==> config.mk <==
export PLATFORM = sky130hd
export DESIGN_NAME = mmio_panel
export DESIGN_NICKNAME = d
export VERILOG_FILES = /design/src/rtl/mmio_panel.sv
export SDC_FILE = /design/constraint.sdc
export NUM_CORES = 1
export LEC_CHECK = 0
export ABC_AREA = 1
export CELL_PAD_IN_SITES_DETAIL_PLACEMENT = 1
export CELL_PAD_IN_SITES_GLOBAL_PLACEMENT = 1
export CORE_ASPECT_RATIO = 1.2
export CORE_MARGIN = 2
export CORE_UTILIZATION = 50
export CTS_BUF_LIST = sky130_fd_sc_hd__clkbuf_4 sky130_fd_sc_hd__clkbuf_8
export CTS_CLUSTER_SIZE = 30
export DETAILED_ROUTE_END_ITERATION = 8
export PLACE_DENSITY_LB_ADDON = 0.1
export SLEW_MARGIN = 20
export SYNTH_ARGS = -nofsm -noshare
export SYNTH_HDL_FRONTEND = slang
export SYNTH_SLANG_ARGS = --single-unit
export TNS_END_PERCENT = 10
==> constraint.sdc <==
create_clock -name clk -period 4.25 [get_ports clk]
set_clock_uncertainty 0.2 [all_clocks]
set_input_delay 1.0625 -clock clk [delete_from_list [all_inputs] [get_ports clk]]
set_output_delay 1.0625 -clock clk [all_outputs]
set_load 0.05 [all_outputs]
==> src/rtl/mmio_panel.sv <==
// Memory-mapped button/7-segment panel for the four-colour CPU data bus.
// Window BASE..BASE+4: debounced buttons at BASE, raw segment bytes for digits 0..3 above it.
module mmio_panel #(
  parameter logic [7:0]  BASE        = 8'hFB,
  parameter logic [15:0] DEB_CYCLES  = 16'd50000,
  parameter logic [15:0] REFRESH_DIV = 16'd10000
) (
  input  logic       clk,
  input  logic       rst,
  input  logic [7:0] addr,
  input  logic [7:0] wdata,
  input  logic       we,
  output logic       hit,
  output logic [7:0] rdata,
  input  logic [2:0] pb_in,
  output logic [7:0] seg_n,
  output logic [3:0] an_n
);

  if ({1'b0, BASE} + 9'd4 > 9'h0FF) begin : g_base_range
    $error("mmio_panel: BASE+4 must not exceed 8'hFF");
  end
  if (DEB_CYCLES < 16'd2) begin : g_deb_range
    $error("mmio_panel: DEB_CYCLES must be at least 2");
  end
  if (REFRESH_DIV < 16'd1) begin : g_refresh_range
    $error("mmio_panel: REFRESH_DIV must be at least 1");
  end

  typedef enum logic {SHOW, BLANK} disp_state_t;

  logic [7:0]  d_r [4];
  logic [2:0]  sync1_r;
  logic [2:0]  sync2_r;
  logic [2:0]  pb_db_r;
  logic [15:0] deb_cnt_r [3];
  disp_state_t state_r;
  logic [1:0]  idx_r;
  logic [15:0] ref_cnt_r;
  logic [7:0]  seg_r;
  logic [3:0]  an_r;

  logic [7:0]  off_s;
  logic        hit_s;
  logic [7:0]  rdata_s;

  assign off_s = addr - BASE;
  assign hit_s = (addr >= BASE) && (off_s <= 8'd4);

  // Read mux: button state at offset 0, digit readback at offsets 1..4.
  always_comb begin
    rdata_s = 8'h00;
    if (hit_s) begin
      case (off_s[2:0])
        3'd0:    rdata_s = {5'b00000, pb_db_r};
        3'd1:    rdata_s = d_r[0];
        3'd2:    rdata_s = d_r[1];
        3'd3:    rdata_s = d_r[2];
        3'd4:    rdata_s = d_r[3];
        default: rdata_s = 8'h00;
      endcase
    end else begin
      rdata_s = 8'h00;
    end
  end

  assign hit   = hit_s;
  assign rdata = rdata_s;

  // Digit register stores; the button address is read-only.
  always_ff @(posedge clk) begin
    if (rst) begin
      for (int i = 0; i < 4; i++) d_r[i] <= 8'hFF;
    end else if (we && hit_s) begin
      case (off_s[2:0])
        3'd1:    d_r[0] <= wdata;
        3'd2:    d_r[1] <= wdata;
        3'd3:    d_r[2] <= wdata;
        3'd4:    d_r[3] <= wdata;
        default: ;
      endcase
    end
  end

  // Per-bit synchronizer and debounce: the count only runs while the synced sample disagrees.
  always_ff @(posedge clk) begin
    if (rst) begin
      sync1_r <= 3'b000;
      sync2_r <= 3'b000;
      pb_db_r <= 3'b000;
      for (int i = 0; i < 3; i++) deb_cnt_r[i] <= 16'd0;
    end else begin
      sync1_r <= pb_in;
      sync2_r <= sync1_r;
      for (int i = 0; i < 3; i++) begin
        if (sync2_r[i] == pb_db_r[i]) begin
          deb_cnt_r[i] <= 16'd0;
        end else if (deb_cnt_r[i] == DEB_CYCLES - 16'd1) begin
          pb_db_r[i]   <= ~pb_db_r[i];
          deb_cnt_r[i] <= 16'd0;
        end else begin
          deb_cnt_r[i] <= deb_cnt_r[i] + 16'd1;
        end
      end
    end
  end

  // Display multiplexer: REFRESH_DIV clocks per digit, then one blank clock against ghosting.
  always_ff @(posedge clk) begin
    if (rst) begin
      state_r   <= SHOW;
      idx_r     <= 2'd0;
      ref_cnt_r <= 16'd0;
      seg_r     <= 8'hFF;
      an_r      <= 4'hF;
    end else begin
      case (state_r)
        SHOW: begin
          seg_r <= d_r[idx_r];
          an_r  <= ~(4'b0001 << idx_r);
          if (ref_cnt_r == REFRESH_DIV - 16'd1) begin
            state_r   <= BLANK;
            ref_cnt_r <= 16'd0;
          end else begin
            ref_cnt_r <= ref_cnt_r + 16'd1;
          end
        end
        BLANK: begin
          seg_r     <= 8'hFF;
          an_r      <= 4'hF;
          idx_r     <= idx_r + 2'd1;
          ref_cnt_r <= 16'd0;
          state_r   <= SHOW;
        end
        default: begin
          seg_r     <= 8'hFF;
          an_r      <= 4'hF;
          idx_r     <= 2'd0;
          ref_cnt_r <= 16'd0;
          state_r   <= SHOW;
        end
      endcase
    end
  end

  assign seg_n = seg_r;
  assign an_n  = an_r;

endmodule

==> summary.md, run 1 <==
| Metric | Value |
|---|---|
| Status | `finished clean` |
| Part of the cycle the worst path needs | `96.1%` |
| Critical register-to-register path startpoint | `deb_cnt_r[2][0]$_SDFFCE_PN0P_` |
| CTS Buf Count | `17` |
| Core area | `12,600 µm²` |
| Synth-to-Final Area Change | `22.7%` |
| Syn Area/Cell | `8.44 µm²` |
| Dpl hpwl | `11,900 µm` |
| Worst setup margin | `0.166 ns` |
| Slowest CP cell | `nor3_4` |
| Fin. Hold Viols | `0` |
| Clock Path Buffers | `2` |
| Setup repair bufs after CTS | `0` |
| Tightest Pin Transition | `0.692 ns` |
| Crit-path cells | `dlymetal6s2s_1 > nand2_2 > inv_2 > ha_4 > buf_4 > nor3_4 > buf_12 > nand2_1 > nand2_1 > nor2_1 > nor2_2 > buf_12` |
| Routed Antenna Nets | `0` |
| # setup viols final | `0` |
| Slew HR | `53.8%` |
| PD cells | `355 nW/µm²` |
| Placed Instances | `1,005` |
| Critical Path RT | `2.99 ns` |
| CP delay by family, top | `simple AND/OR/NAND/NOR gates` |
| Hold Path Class | `flop to flop` |
| Worst EP arrival | `2.82 ns` |
| Worst VDD drop | `0.212 mV` |
| Fraction of layout cells with a size suffix above 1 | `12.1%` |
| R2R setup slack | `2.36 ns` |
| Clock input transition at the sequential cells of the worst setup and hold paths | `0.08 ns` |
| Post-DP Area | `7270 µm²` |
| Die area | `13,600 µm²` |
| Clock root buffer | `clkbuf_8` |
| Via/cell ratio | `5.23` |
| Worst hold endpoint | `sync2_r[2]$_SDFF_PP0_` |
| Port bufs | `42` |
| Pre-CTS setup slack | `-0.126 ns` |
| Max stage delay on crit path | `0.30 ns` |
| GRT Total Usage | `26.1%` |
| Htree depth | `4` |
| Number of placed I/O pins | `43` |
| FMAX | `245 MHz` |
| Cell Rows | `45` |
| Die width | `107 µm` |
| Initial antenna violation count | `0` |
| Crit-path max FO | `5` |
| Final #Nets | `893` |
| Final instance area | `7800 µm²` |
| Antenna diodes | `0` |
| Startpoint Class | `primary input` |
| Starting density of the core | `50.6%` |
| First-pass GRT wire length | `27,800 µm` |
| Synth Warn # | `0` |
| Synthesized area | `6350 µm²` |
| WP buf/inv | `5` |
| Max_cap viols | `0` |
| Worst-Skew Late Latency | `0.47 ns` |
| Final Wtd Congestion | `0.846` |
| Worst reg2reg path endpoint | `deb_cnt_r[2][10]$_SDFFCE_PN0P_` |
| Number of synthesized flops with an enable pin | `80` |
| Cell Count, Final, Fillers Out | `1,038` |
| Dominant synthesized flop cell | `edfxtp_1` |
| Routed via count | `5,433` |
| Seq cells post-synth | `122` |
| Max-slew violations | `0` |
| Hold path start | `sync1_r[2]$_SDFF_PP0_` |
| Violation count after the first detailed-route iteration | `279` |
| Worst setup EP type | `primary output` |
| Post-synth top area cell | `edfxtp_1` |
| Setup CP Type | `primary input to primary output` |
| P_leak | `3.05 nW` |
| Largest net degree at the start of global routing | `37` |
| Synth unique cells | `35` |
| Routed len/inst | `16.3 µm` |
| Register area share after synthesis | `51.0%` |
| Drt drc | `0` |
| Hold-fix buffers, CTS | `0` |
| CTS tree | `built` |
| R2R depth | `6` |
| Global route total overflow | `0` |
| Vias in the first global route | `5,829` |
| DR pass1 iterations | `5` |
| Largest cells by area after synthesis | `edfxtp_1 38%, dfxtp_1 13%, nand2_1 9.8%` |
| Detailed Route WL | `16,900 µm` |
| Hold Path Depth | `2` |
| FFs w/ async S/R, synth | `0%` |
| RSZ-0062 raised after global routing | `false` |
| Share of the synthesized area in the top cell type | `37.8%` |
| Die Span Y | `127 µm` |
| CTS sink cnt | `122` |
| Cells after Synth | `753` |
| Final min period | `4.08 ns` |
## tightest hold or removal path, delay by kind of cell (launching register included)
family	cells	cell delay, ns
buffers and inverters	1	0.04
AND/OR/NAND/NOR	1	0.03
flip-flops	1	0.30
## sequential cells by signal, indices dropped and copies added (netlist names), named ones only
register,cells
deb_cnt_r,48
sync2_r,3
an_n,4
idx_r,2
d_r,32
state_r,1
pb_db_r,3
ref_cnt_r,16
seg_n,8
sync1_r,3
## where the power goes
group          internal [mW]  switching [mW]  total (mW)  leakage, nW
sequential              1.31          0.0393        1.35         1.16
clock                  0.699           0.518        1.22        0.222
combinational         0.0752           0.127       0.202         1.67
## cell usage in the layout, fill, tap and decap left out, types with 5 or more instances in the layout
master	n
nand2_1	164
nor2_1	129
edfxtp_1	80
inv_1	71
nand3_1	70
conb_1	48
dfxtp_1	42
clkdlybuf4s50_1	30
a21oi_1	29
o21ai_0	18
xor2_1	17
clkbuf_8	17
nor2_2	16
o211ai_1	16
nand4_1	15
xnor2_1	12
buf_4	11
buf_12	10
or2_2	9
ha_1	9
nand2_2	6
inv_2	5
bufinv_16	5
## layout make-up
| type | count | area (µm²) |
|---|---|---|
| fill | 1511 | 4760 |
| timing repair buffer | 55 | 646 |
| sequential | 122 | 3240 |
| tap | 164 | 205 |
| clock inverter | 15 | 221 |
| clock buffer | 17 | 234 |
| multi-input combinational | 586 | 2940 |
| inverter | 79 | 303 |
## stage by stage
step                      hold slack, ns  util, %  setup TNS (ns)  power (mW)
after global routing               0.225     62.1               0        2.86
after floorplan                    0.188        -               0        1.48
after CTS                          0.212     61.8               0        2.77
after global placement             0.196     57.9               0        1.54
after detailed placement           0.203     57.9          -0.846        1.56
final                              0.204     62.1               0        2.76
## cell usage after synthesis, drive strengths merged (10+ instances only)
cell,number
inv,78
nand2,173
dfxtp,42
or2,11
nand3,72
nor2,151
xor2,17
o21ai,23
ha,10
xnor2,12
a21oi,29
edfxtp,80
o211ai,16
nand4,15
## worst max-delay path by stage
stage,to,start,depth (start not counted),slack [ns]
after floorplan,rdata[0],addr[1],8,0.15
after global placement,rdata[0],addr[1],12,0.03
after detailed placement,rdata[7],addr[1],12,-0.13
after CTS,rdata[0],addr[1],12,0.01
after global routing,rdata[7],addr[1],12,0.14
final,rdata[7],addr[1],12,0.17
## repair_timing
item | 4_1_cts | 5_1_grt
endpoints found under the hold margin | 0 | 0
pin swaps | 0 | 2
resized for setup | 11 | 6
gates cloned | 0 | 1
setup endpoints to repair | 8 | 8
## kinds of logic after synthesis
family                   synth area share, %
AO/OA/AOI/OAI                           6.16
XOR/XNOR                                4.00
adder cells (fa/ha/maj)                 1.97
buffers and inverters                   5.99
flip-flops                              51.0
other                                 0.0590
AND/OR/NAND/NOR                         30.8
## layer usage
layer / global-route usage (%) / wire length, µm / up-vias
met3: 5.87 / 665 / 35
met1: 29.2 / 6770 / 2633
li1: - / - / 2644
met5: 0 / 0 / -
met2: 47.7 / 9150 / 121
met4: 10.2 / 325 / 0
(Power assumes the default switching activity.)
==> run 2, diff against run 1 <==
- ABC_AREA: 1 -> unset
- CORE_UTILIZATION: 50 -> 53
==> run 2 against run 1 <==
  * Utilization grew 4.6 points
  * Cell area shrank 6.5%
  * Count of clock-buffer cells in the layout grew 1
  * Largest power group unchanged
  * Sequential power is essentially flat
  * Via count shrank 18%
  * Non-clock buffer count shrank 1
  * Area after synthesis shrank 7.8%
  * Critical path type unchanged
  * Register-to-register slack lost 0.73 ns
  * Global-route usage grew 2.3 points
==> summary.md, run 2 <==
| Metric | Value |
|---|---|
| Status | `finished clean` |
| RSZ-0062 raised after global routing | `false` |
| Routed len/inst | `20.9 µm (+28%)` |
| Part of the cycle the worst path needs | `95.7% (-0.33 points)` |
| FMAX | `246 MHz (+0.35%)` |
| Slew HR | `31.6% (-22 points)` |
| Max_cap viols | `0 (unchanged)` |
| Final Wtd Congestion | `0.793 (-6.2%)` |
| Hold-fix buffers, CTS | `0 (unchanged)` |
| Synth-to-Final Area Change | `24.3%` |
| Synth Warn # | `0 (unchanged)` |
| First-pass GRT wire length | `26,000 µm (-6.5%)` |
| CTS Buf Count | `17 (unchanged)` |
| R2R depth | `5 (-1)` |
| Setup CP Type | `primary input to primary output` |
| Most common cell after layout, fill and taps aside | `edfxtp_1` |
| R2R setup slack | `1.63 ns (-0.73 ns)` |
| Clock root buffer | `clkbuf_8` |
| Detailed Route WL | `16,100 µm (-4.8%)` |
| Power Total | `2.65 mW (-4.2%)` |
| Clock input transition at the sequential cells of the worst setup and hold paths | `0.07 ns (about the same)` |
| Drt drc | `0 (unchanged)` |
| Clk pwr share | `42.2% (-1.8 points)` |
| Top post-synthesis cells by count | `80 x edfxtp_1, 75 x nor2_1, 47 x xnor2_1` |
| Initial antenna violation count | `0 (unchanged)` |
| Tightest Pin Transition | `1.02 ns (+0.328 ns)` |
| Worst EP arrival | `2.81 ns (about the same)` |
| Cell Rows | `42 (-6.7%)` |
| Worst VDD drop | `0.238 mV (+13%)` |
| Fillers | `1,144 (-24%)` |
| FFs w/ async S/R, synth | `0% (unchanged)` |
| Starting density of the core | `53.6% (+3.0 points)` |
| Startpoint Class | `primary input` |
| Worst hold endpoint | `sync2_r[0]$_SDFF_PP0_` |
| Die area | `11,900 µm² (-13%)` |
| Vias in the first global route | `4,973 (-15%)` |
| Sequential power share | `50.9% (+2.2 points)` |
| Top reg by flops | `deb_cnt_r` |
| Critical register-to-register path startpoint | `ref_cnt_r[0]$_SDFF_PP0_` |
| Cell-internal power | `2.02 mW (-2.9%)` |
| Hold Path Class | `flop to flop` |
| Syn Area/Cell | `11.3 µm² (+34%)` |
| Seq cells post-synth | `122 (unchanged)` |
| Cell Count, Final, Fillers Out | `771 (-26%)` |
| Crit-path max FO | `8 (+3)` |
| Number of placed I/O pins | `43 (unchanged)` |
| Critical Path RT | `2.99 ns (about the same)` |
| Final #Nets | `658 (-26%)` |
| Dpl hpwl | `9900 µm (-16%)` |
| Max-slew violations | `0 (unchanged)` |
| Final min period | `4.07 ns (-0.0142 ns)` |
| Htree depth | `4 (unchanged)` |
| Fin. Hold Viols | `0 (unchanged)` |
| Hold Path Depth | `1 (-1)` |
| Hold path start | `sync1_r[0]$_SDFF_PP0_` |
| Largest net degree at the start of global routing | `28 (-24%)` |
| Die width | `100 µm (-6.5%)` |
| GRT Total Usage | `28.4% (+2.3 points)` |
| Placed Instances | `738 (-27%)` |
| Slowest CP cell | `a211oi_4` |
| Post-synth top area cell | `edfxtp_1` |
| Synth unique cells | `45 (+29%)` |
| # setup viols final | `0 (unchanged)` |
| Core area | `10,900 µm² (-13%)` |
| CTS sink cnt | `122 (unchanged)` |
| Max FFs per register | `48 (unchanged)` |
| PD cells | `364 nW/µm² (+2.5%)` |
| Hold WS | `0.266 ns (+0.0616 ns)` |
| Number of synthesized flops with an enable pin | `80 (unchanged)` |
| Worst reg2reg path endpoint | `ref_cnt_r[11]$_SDFF_PP0_` |
| Fraction of layout cells with a size suffix above 1 | `17.7% (+5.6 points)` |
| Routed Antenna Nets | `0 (unchanged)` |
| DR pass1 iterations | `6 (+1)` |
| Most frequent cells in the layout | `80 x edfxtp_1, 75 x nor2_1, 48 x conb_1, 47 x xnor2_1, 42 x dfxtp_1` |
| Via/cell ratio | `5.78 (+10%)` |
| Crit-path cells | `dlygate4sd2_1 > nand2_2 > inv_2 > ha_4 > nand2b_4 > a211oi_4 > o21ai_4 > a21oi_4 > buf_12` |
| Max stage delay on crit path | `0.30 ns (about the same)` |
| Most numerous cell in the Yosys netlist | `edfxtp_1` |
| Top Registers | `deb_cnt_r: 48 flops, d_r: 32 flops, ref_cnt_r: 16 flops` |
| Clock Path Buffers | `2 (unchanged)` |
| Dominant synthesized flop cell | `edfxtp_1` |
| Antenna diodes | `0 (unchanged)` |
| P_leak | `2.43 nW (-21%)` |
| Synthesized area | `5860 µm² (-7.8%)` |
| CTS tree | `built` |
| Comb power frac | `6.9% (-0.4 points)` |
| Largest cells by area after synthesis | `edfxtp_1 41%, dfxtp_1 14%, xnor2_1 7.0%` |
| Share of the synthesized area in the top cell type | `41.0% (+3.2 points)` |
| Global route total overflow | `0 (unchanged)` |
| Setup TNS Final | `0 ns (unchanged)` |
| Switching share of total power | `23.7% (-0.99 points)` |
| Worst-Skew Late Latency | `0.44 ns (-0.03 ns)` |
| Cells after Synth | `519 (-31%)` |
| Violation count after the first detailed-route iteration | `249 (-11%)` |
| Switching pwr | `629 µW (-8.0%)` |
| Worst setup EP type | `primary output` |
| Routed via count | `4,455 (-18%)` |
| Register area share after synthesis | `55.3% (+4.3 points)` |
| Die Span Y | `119 µm (-6.5%)` |
| Core Util, Final | `66.7% (+4.6 points)` |
| Port bufs | `42 (unchanged)` |
==> run 2: cell count changes in the layout (fill, tap and decap cells not counted), moves of 18 or more <==
cell	previous run	this run
a21oi_1	29	2
nand2b_1	0	19
nor2_1	129	75
xnor2_1	12	47
inv_1	71	16
o21ai_0	18	0
nand3_1	70	20
nand2_1	164	20
==> run 2: how the worst max path moves through the flow <==
stage          slack [ns]        to     from  cells past startpoint
2_1_floorplan       0.005  rdata[0]  addr[1]                      7
3_3_place_gp         0.06  rdata[2]  addr[1]                      9
3_5_place_dp         0.03  rdata[2]  addr[2]                      8
4_1_cts              0.20  rdata[2]  addr[1]                      9
5_1_grt              0.13  rdata[2]  addr[1]                      9
6_report             0.18  rdata[2]  addr[1]                      9
==> run 2: metrics by stage <==
stage	setup WS, ns	area [µm²]
CTS	0.195	7290
global placement	0.0635	6860
detailed placement	0.0326	6860
global route	0.133	7290
floorplan	0.00503	6170
finish	0.181	7290
==> run 2: final cells by class <==
| class | count | area (µm²) | share of cell area, % |
|---|---|---|---|
| well taps | 132 | 165 | 2.27 |
| flip-flops and latches | 122 | 3240 | 44.5 |
| clock inverters | 14 | 178 | 2.44 |
| multi-input cells | 414 | 2800 | 38.4 |
| inverters | 17 | 63.8 | 0.876 |
| clock buffers | 18 | 241 | 3.31 |
| repair buffers | 54 | 597 | 8.19 |
==> run 2: power by group through the flow <==
stage               clock network [mW]  registers [mW]  logic (mW)
global placement                     0            1.37       0.167
finish                            1.12            1.35       0.182
global route                      1.17            1.35       0.195
detailed placement                   0            1.37       0.172
floorplan                            0            1.37      0.0934
CTS                               1.13            1.35       0.178
==> run 2: cell families after synthesis <==
logic type	count (synthesis)	synth area share, %
AO/OA/AOI/OAI	37	4.95
other	1	0.0640
adder cells (fa/ha/maj)	10	2.13
multiplexers	12	3.76
AND/OR/NAND/NOR	249	22.9
buffers and inverters	30	2.16
XOR/XNOR	58	8.67
flip-flops	122	55.3
==> run 2: what timing repair did <==
action                                  CTS  global route
buffers inserted                          1             0
gates resized for setup                   3             0
endpoints found under the setup margin    7             0
==> run 2: per-layer routing <==
metal  routed length, µm  up-vias  track usage [%]
met5                   0        -                0
met4                 364        0             10.3
met3                 800       33             6.16
met2                8650      135             50.7
met1                6280     2239             33.2
li1                    -     2048                -
==> run 2: critical path, delay by kind of cell <==
family / cells / cell delay [ns]
AO/OA/AOI/OAI: 3 / 0.77
buffers and inverters: 3 / 0.47
AND/OR/NAND/NOR: 2 / 0.25
adder cells (fa/ha/maj): 1 / 0.23
